File: config.mk
export PLATFORM = sky130hd
export DESIGN_NAME = axis_pkt_arbiter
export DESIGN_NICKNAME = d
export VERILOG_FILES = /design/src/rtl/axis_arb_pkg.sv /design/src/rtl/axis_pkt_arbiter_rr_pick.sv /design/src/rtl/axis_pkt_arbiter.sv
export SDC_FILE = /design/constraint.sdc
export NUM_CORES = 1
export LEC_CHECK = 0
export CAP_MARGIN = 5
export CORE_MARGIN = 10
export CORE_UTILIZATION = 50
export DETAILED_ROUTE_END_ITERATION = 10
export DONT_BUFFER_PORTS = 1
export MAX_ROUTING_LAYER = met4
export REMOVE_ABC_BUFFERS = 1
export SYNTH_ARGS = -nofsm -noshare
export SYNTH_HDL_FRONTEND = slang
export SYNTH_SLANG_ARGS = --single-unit
File: constraint.sdc
create_clock -name clk -period 1.8 [get_ports clk]
set_input_delay 0.27 -clock clk [delete_from_list [all_inputs] [get_ports clk]]
set_output_delay 0.27 -clock clk [all_outputs]
set_load 0.02 [all_outputs]
File: src/rtl/axis_arb_pkg.sv
// Shared constants for the packet-granular AXI-Stream arbiter.
// FSM encodings are kept as plain constants so legacy code can compare against them.
package axis_arb_pkg;

  localparam logic ST_IDLE = 1'b0;
  localparam logic ST_BUSY = 1'b1;

  localparam int PKT_CNT_W = 16;

endpackage

File: src/rtl/axis_pkt_arbiter_rr_pick.sv
// Round-robin pick: first set req_valid bit at or above rr_ptr, wrapping modulo NUM_REQ.
module rr_pick #(
  parameter int NUM_REQ = 4,
  parameter int IDX_W   = 2
) (
  input  logic [NUM_REQ-1:0] req_valid,
  input  logic [IDX_W-1:0]   rr_ptr,
  output logic               found,
  output logic [IDX_W-1:0]   idx
);

  int unsigned cand;

  // Walking outward from rr_ptr gives the rotate/encode/unrotate result without a barrel shifter.
  always_comb begin
    found = 1'b0;
    idx   = '0;
    cand  = 0;
    for (int unsigned i = 0; i < NUM_REQ; i++) begin
      cand = 32'(rr_ptr) + i;
      if (cand >= NUM_REQ) cand = cand - 32'(NUM_REQ);
      if (!found && req_valid[IDX_W'(cand)]) begin
        found = 1'b1;
        idx   = IDX_W'(cand);
      end
    end
  end

endmodule

File: src/rtl/axis_pkt_arbiter.sv
// Packet-granular round-robin arbiter feeding one AXI-Stream register slice.
// Optional per-requester packet counters: define AXIS_ARB_PKT_CNT_EN.
module axis_pkt_arbiter
  import axis_arb_pkg::*;
#(
  parameter int NUM_REQ = 4,
  parameter int DATA_W  = 8,
  localparam int IDX_W  = $clog2(NUM_REQ)
) (
  input  logic                       clk,
  input  logic                       rst,
  input  logic [NUM_REQ*DATA_W-1:0]  req_data,
  input  logic [NUM_REQ-1:0]         req_valid,
  input  logic [NUM_REQ-1:0]         req_last,
  output logic [NUM_REQ-1:0]         req_ready,
  output logic [DATA_W-1:0]          out_data,
  output logic                       out_valid,
  output logic                       out_last,
  input  logic                       out_ready,
  output logic                       busy,
  output logic [IDX_W-1:0]           grant_idx
`ifdef AXIS_ARB_PKT_CNT_EN
  ,
  output logic [NUM_REQ*PKT_CNT_W-1:0] pkt_cnt
`endif
);

  logic             state;
  logic [IDX_W-1:0] rr_ptr;
  logic             pick_found;
  logic [IDX_W-1:0] pick_idx;
  logic             xfer_last;

  rr_pick #(
    .NUM_REQ (NUM_REQ),
    .IDX_W   (IDX_W)
  ) u_rr_pick (
    .req_valid (req_valid),
    .rr_ptr    (rr_ptr),
    .found     (pick_found),
    .idx       (pick_idx)
  );

  assign busy      = (state == ST_BUSY);
  assign xfer_last = busy && req_valid[grant_idx] && out_ready && req_last[grant_idx];

  // out_valid depends only on state and the granted valid, never on out_ready.
  always_comb begin
    out_data  = '0;
    out_valid = 1'b0;
    out_last  = 1'b0;
    req_ready = '0;
    if (busy) begin
      out_data             = req_data[grant_idx*DATA_W +: DATA_W];
      out_valid            = req_valid[grant_idx];
      out_last             = req_last[grant_idx];
      req_ready[grant_idx] = out_ready;
    end
  end

  always_ff @(posedge clk or negedge rst) begin
    if (!rst) begin
      state     <= ST_IDLE;
      rr_ptr    <= '0;
      grant_idx <= '0;
    end else if (state == ST_IDLE) begin
      if (pick_found) begin
        grant_idx <= pick_idx;
        state     <= ST_BUSY;
      end
    end else if (xfer_last) begin
      state  <= ST_IDLE;
      rr_ptr <= (grant_idx == IDX_W'(NUM_REQ - 1)) ? '0 : grant_idx + 1'b1;
    end
  end

`ifdef AXIS_ARB_PKT_CNT_EN
  logic [PKT_CNT_W-1:0] cnt_q [NUM_REQ];

  always_ff @(posedge clk or negedge rst) begin
    if (!rst) begin
      for (int unsigned i = 0; i < NUM_REQ; i++) cnt_q[i] <= '0;
    end else if (xfer_last) begin
      cnt_q[grant_idx] <= cnt_q[grant_idx] + 1'b1;
    end
  end

  for (genvar g = 0; g < NUM_REQ; g++) begin : g_cnt_out
    assign pkt_cnt[g*PKT_CNT_W +: PKT_CNT_W] = cnt_q[g];
  end
`endif

endmodule

==> flow_summary_export.csv, run 1 <==
group,metric,value,unit
clocking,clkSlewWorstSetupHoldPaths,0.05,ns
critical_path,start_kind,"flip-flop",
floorplanning,start_util,0.518,
pwr,power_leakage,0.350,nW
worst_hold_path,hold_depth,2,
critical_path,ff2ff_path_depth,4,
pwr,netSwitchingFraction,0.463,
route,wirelength,2180,um
timing,fmax,553,MHz
synthesis,ys_ff_latch,5,
grt,grt_usage,0.138,
route,drt-pass1-iter-count,4,
timing,worst_pin_slew,0.366,ns
timing,fin_crit_sh,1.00,
synthesis,seq_area_frac_synth,0.188,
synthesis,yosys.area.top_type,"mux4_2",
synthesis,netlist_area,666,um^2
finish,antenna_cells_inserted,0,
flow_run,max_cap_viol_count,0,
worst_hold_path,hp-start,"out_ready",
route,final_antenna_net_count,0,
critical_path,r2r_slack,0.16,ns
critical_path,crit_chain,"mux4_1 -> and2_1",
clocking,clock_path_buffers,2,
critical_path,cp.arrival,1.54,ns
grt,grt_antenna_before_repair,0,
synthesis,synth_top_cells_by_area,"mux4_2 30%, dfrtp_1 19%, and2_1 9.4%",
place,hpwl,1890,um
clocking,clock_latency,0.26,ns
critical_path,r2r_end,"rr_ptr[1]",
critical_path,r2r_start,"grant_idx[0]",
critical_path,critical_path_class,"reg -> out",
route,routed_via_density,6.90,
critical_path,path_buf_inv,0,
floorplanning,die-area,3190,um^2
timing,setup_viol,1,
synthesis,yosysWarnings,0,
place,gp_congestion,0.802,
synthesis,synth_top_area_share,0.305,
critical_path,worst_path_max_delay_cell,"mux4_1",
clocking,cts_root_buf,"clkbuf_4",
timing,hold_viol_final,0,
pwr,pwr-share-comb,0.725,
synthesis,synth.most_common_cell,"and2_1",
grt,grt_pass1_wl,3440,um
synthesis,synth_edf_count,0,
timing,finalCriticalPeriod,1.81,ns
floorplanning,row_count,13,
clocking,htree_levels,1,
pwr,irDropWorstVdd,0.000835,V
critical_path,crit_family,"multiplexers",
finish,fin_util,0.614,
route,via_count,573,
worst_hold_path,min_to,"rr_ptr[0]",
finish,drive_above_1_share,0.500,
clocking,cts_made_buffers,3,
worst_hold_path,hp-class,"in -> reg",
synthesis,synth_commonest_cells,"10 x and2_1, 9 x mux4_2, 5 x dfrtp_1",
finish,fin_cells,83,
timing,slew_viol_final,0,
route,first_iter_violations,14,
timing,rsz0062_at_grt,"true",
route,drcViolationCount,0,
synthesis,netlist_instances,59,
outcome,violations,"negative setup slack",
synthesis,synth_ff_type,"dfrtp_1",
synthesis,syn_area_per_cell,11.3,um^2
grt,grt-ovfl-total,0,
critical_path,timing.critical_path.fanout_max,5,
timing,fin_tns_setup,-0.00762,ns
pwr,p_switching,0.000725,W
pwr,p_per_area,1980,nW/um^2
floorplanning,die_x,56.5,um
place,dp_cells,77,
pwr,power_frac_clock,0.089,
synthesis,synth.distinct_cells,24,
synthesis,async_reset_ff_frac,1.00,
critical_path,cp-end-kind,"primary output",
critical_path,worstPathRequired,1.53,ns
floorplanning,ioPinCount,60,
pwr,p_int,0.000840,W
timing,clock_skew,0.000245,ns
route,wl_per_cell,26.3,um
finish,fin_nets,116,
timing,fin_ws,-0.00762,ns
floorplanning,chipHeight,56.5,um
clocking,clock-sinks,5,
place,port_buffers,0,
outcome,outcome,"complete, but fails checks",
critical_path,cp_slowest_stage_delay,0.61,ns
grt,grt_pass1_vias,591,
floorplanning,core-area,1280,um^2
clocking,cts_tree,"yes",
pwr,seq_power_share,0.186,
finish,area_delta_synth_final,18.6,%
timing,slew_headroom,0.756,
grt,grt_max_degree,19,
[sequential cells by signal (all words and copies together) (netlist names)]
name       count
busy           1
grant_idx      2
rr_ptr         2
[metal layers]
| metal | vias up | track usage | share of wire |
|---|---|---|---|
| met3 | 5 | 0.0472 | 0.10 |
| li1 | 246 | - | - |
| met4 | 0 | 0.0619 | 0.017 |
| met5 | - | - | 0 |
| met2 | 34 | 0.230 | 0.51 |
| met1 | 288 | 0.141 | 0.37 |
[metrics by stage]
| step | power, W | instance area, um^2 | hold slack [ns] | setup WS [ns] |
|---|---|---|---|---|
| after global placement | 0.00125 | 711 | -0.0254 | 0.152 |
| after detailed placement | 0.00127 | 711 | -0.0254 | 0.133 |
| after global routing | 0.00168 | 790 | 0.274 | -0.0318 |
| final | 0.00156 | 790 | 0.249 | -0.00762 |
| after CTS | 0.00154 | 778 | 0.250 | -0.00451 |
| after floorplan | 0.00104 | 647 | -0.0256 | -0.241 |
[cell usage in the layout (no fill, tap or decap)]
| cell | count |
|---|---|
| a21o_1 | 1 |
| a21oi_1 | 2 |
| a221o_1 | 1 |
| a31oi_1 | 1 |
| and2_1 | 1 |
| and2_4 | 9 |
| and3_1 | 4 |
| buf_4 | 6 |
| buf_8 | 1 |
| clkbuf_4 | 3 |
| clkinv_2 | 1 |
| dfrtp_1 | 2 |
| dfrtp_2 | 3 |
| dlygate4sd3_1 | 1 |
| ha_1 | 4 |
| inv_1 | 4 |
| mux2_4 | 1 |
| mux2i_1 | 2 |
| mux4_1 | 1 |
| mux4_2 | 9 |
| nand2_1 | 1 |
| nand2b_1 | 2 |
| nand3_1 | 1 |
| nand4_2 | 1 |
| nor2_1 | 1 |
| nor2b_1 | 1 |
| o21a_1 | 1 |
| o22ai_1 | 2 |
| o31ai_1 | 1 |
[power groups by stage]
stage / clock [W] / combinational, W / sequential [W]
2_1_floorplan: 0 / 0.000702 / 0.000337
3_3_place_gp: 0 / 0.000981 / 0.000271
3_5_place_dp: 0 / 0.000994 / 0.000280
4_1_cts: 0.000139 / 0.00111 / 0.000283
5_1_grt: 0.000146 / 0.00123 / 0.000306
6_report: 0.000139 / 0.00113 / 0.000291
[final cells by class]
type / count / area (um^2)
multi-input combinational: 47 / 529
clock inverter: 1 / 5.00
inverter: 4 / 15.0
clock buffer: 3 / 22.5
tap: 15 / 18.8
fill: 105 / 495
sequential: 5 / 129
timing repair buffer: 8 / 70.1
[worst max path at each step]
stage	from	end	slack, ns	depth (start not counted)
6_report	grant_idx[0]	out_last	-0.008	2
5_1_grt	grant_idx[0]	out_last	-0.03	2
4_1_cts	grant_idx[0]	out_valid	-0.005	3
3_5_place_dp	grant_idx[0]	out_data[6]	0.13	3
3_3_place_gp	grant_idx[0]	rr_ptr[1]	0.15	3
2_1_floorplan	grant_idx[0]	rr_ptr[1]	-0.24	3
[cell families (layout without fill, tap and decap cells)]
| group | count (synthesis) | after routing | share of synthesized area |
|---|---|---|---|
| muxes | 13 | 13 | 0.397 |
| and+or+nand+nor | 21 | 21 | 0.197 |
| adders and majority gates | 4 | 4 | 0.0752 |
| DFF | 5 | 5 | 0.188 |
| AOI/OAI and AO/OA | 9 | 9 | 0.0921 |
| buffers and inverters | 7 | 16 | 0.0507 |
[what timing repair did]
item / 4_1_cts / 5_1_grt
setup endpoints to repair: 9 / 9
gates cloned: 0 / 0
hold endpoints to repair: 5 / 0
gates resized for setup: 16 / 7
hold buffers: 1 / 0
buffers inserted: 1 / 0
Power figures use the tool's default switching activity.
==> run 2, diff against run 1 <==
- GPL_ROUTABILITY_DRIVEN: default -> 0
==> results of run 2 <==
Final layout, timing and power as in run 1 (identical DEF).
==> patch, RTL diff (flow settings as in run 2) <==
Change the parameter `DATA_W` from 8 to 9.
--- a/src/rtl/axis_pkt_arbiter.sv
+++ b/src/rtl/axis_pkt_arbiter.sv
@@ -5,5 +5,5 @@
 #(
   parameter int NUM_REQ = 4,
-  parameter int DATA_W  = 8,
+  parameter int DATA_W  = 9,
   localparam int IDX_W  = $clog2(NUM_REQ)
 ) (
Ports: changed (resized out_data and req_data); port bits go from 60 to 65. The function was not compared with the original's and may differ.
==> patch against run 2 <==
Synthesized cell count increased by 5.1%. Routed wire length decreased by 7.4%. Area after synthesis increased by 5.8%. The flow still finishes with violations (setup timing). Setup slack got worse by 0.0046 ns. Final area increased by 5.5%. Combinational power increased by 8%. Power increased by 3.6%. Sequential cell count unchanged.
==> patch: results (changes against run 2) <==
* Reg2Reg Setup Slack at 0.10 ns (-0.06 ns)
* Crit Path Max Fanout at 8 (+3)
* Status: finished with violations
* Unique masters post-synth at 25 (+4.2%)
* Non-clk invs at 5 (+1)
* DP HPWL at 1740 um (-7.9%)
* First-pass DRT Iterations at 2 (-2)
* Multiplexer area fraction after synthesis at 40.5% (+0.84 points)
* Least-Margin Pin Slew at 0.617 ns (+0.251 ns)
* Pint at 0.000890 W (+5.9%)
* Clock Latency Late Sink at 0.24 ns (-0.02 ns)
* Fin Clk Skew at 0.000806 ns (+0.000561 ns)
* Worst setup margin at -0.0122 ns (-0.00460 ns)
* Initial DRC count at 7 (-7)
* VDD IR-drop max at 0.000912 V (+9.2%)
* Vias at 555 (-3.1%)
* Post-DR wirelength/cell at 24.0 um (-8.5%)
* Largest net degree at the start of global routing at 20 (+1)
* Total wire length at 2020 um (-7.4%)
* Clk cell area share at 3.15% (-0.33 points)
* Non-clock buffer count at 7 (-1)
* Clk pwr share at 7.9% (-1.0 points)
* Final setup fails at 1 (unchanged)
* Post-synthesis sequential area ratio at 17.8% (-1.0 points)
* Synth top area cells: mux4_2 (35%), dfrtp_1 (18%), and2_1 (9.8%)
* Nets at 121 (+4.3%)
* Failing checks: setup timing
* Synth cell count leaders: and2_1 (11), mux4_2 (11), dfrtp_1 (5), inv_1 (5)
* Number of fill cells in the layout at 108 (+2.9%)
* Post-synthesis adder-cell area fraction at 7.10% (-0.41 points)
* Vias in the first global route at 626 (+5.9%)
* GRT Util Overall at 11.8% (-1.9 points)
* CLK BUF at 4 (+1)
* Mean area per synthesized cell at 11.4 um^2 (+0.71%)
* Static leakage at 0.363 nW (+3.6%)
* GR Layer Usage met1 at 10.9% (-3.3 points)
* Worst setup path endpoint: out_valid
* P_seq at 0.000272 W (-7%)
* M3 GR Usage at 6.86% (+2.1 points)
* GR met2 Demand/Resource at 18.6% (-4.5 points)
* Multi-input gate area at 572 um^2 (+8.0%)
* Part of the power in registers at 16.8% (-1.8 points)
* Slowest-stage cell, CP: mux4_2
* CP max stage delay at 0.54 ns (-0.07 ns)
* Placed cell area at 744 um^2 (+4.8%)
* First-pass GRT wire length at 3080 um (-10%)
[patch: per-layer routing]
metal / vias to the layer above / share of wire (%)
met3: 2 / 18
li1: 252 / -
met5: - / 0
met1: 265 / 29
met4: 0 / 1.3
met2: 36 / 51
[patch: logic make-up (layout without fill, tap and decap cells)]
kind of cell	after synthesis	after routing
compound gates	9	9
fa+ha+maj	4	4
buf+inv	9	16
flops	5	5
mux	14	14
simple gates	21	21
[patch: per-stage QoR]
step	setup TNS [ns]	utilization (%)	hold slack (ns)	setup slack (ns)
2_1_floorplan	-1.97	-	-0.0256	-0.257
3_3_place_gp	0	56.5	-0.0254	0.172
3_5_place_dp	0	56.5	-0.0254	0.116
4_1_cts	-0.0879	62.1	0.233	-0.0326
5_1_grt	-0.375	63.2	0.253	-0.0773
6_report	-0.0122	63.2	0.232	-0.0122
[patch: critical path: cells and delay by family (launching register included)]
family | cells | cell delay [ns]
flip-flops | 1 | 0.39
AND/OR/NAND/NOR | 1 | 0.21
buffers and inverters | 1 | 0.16
multiplexers | 1 | 0.54
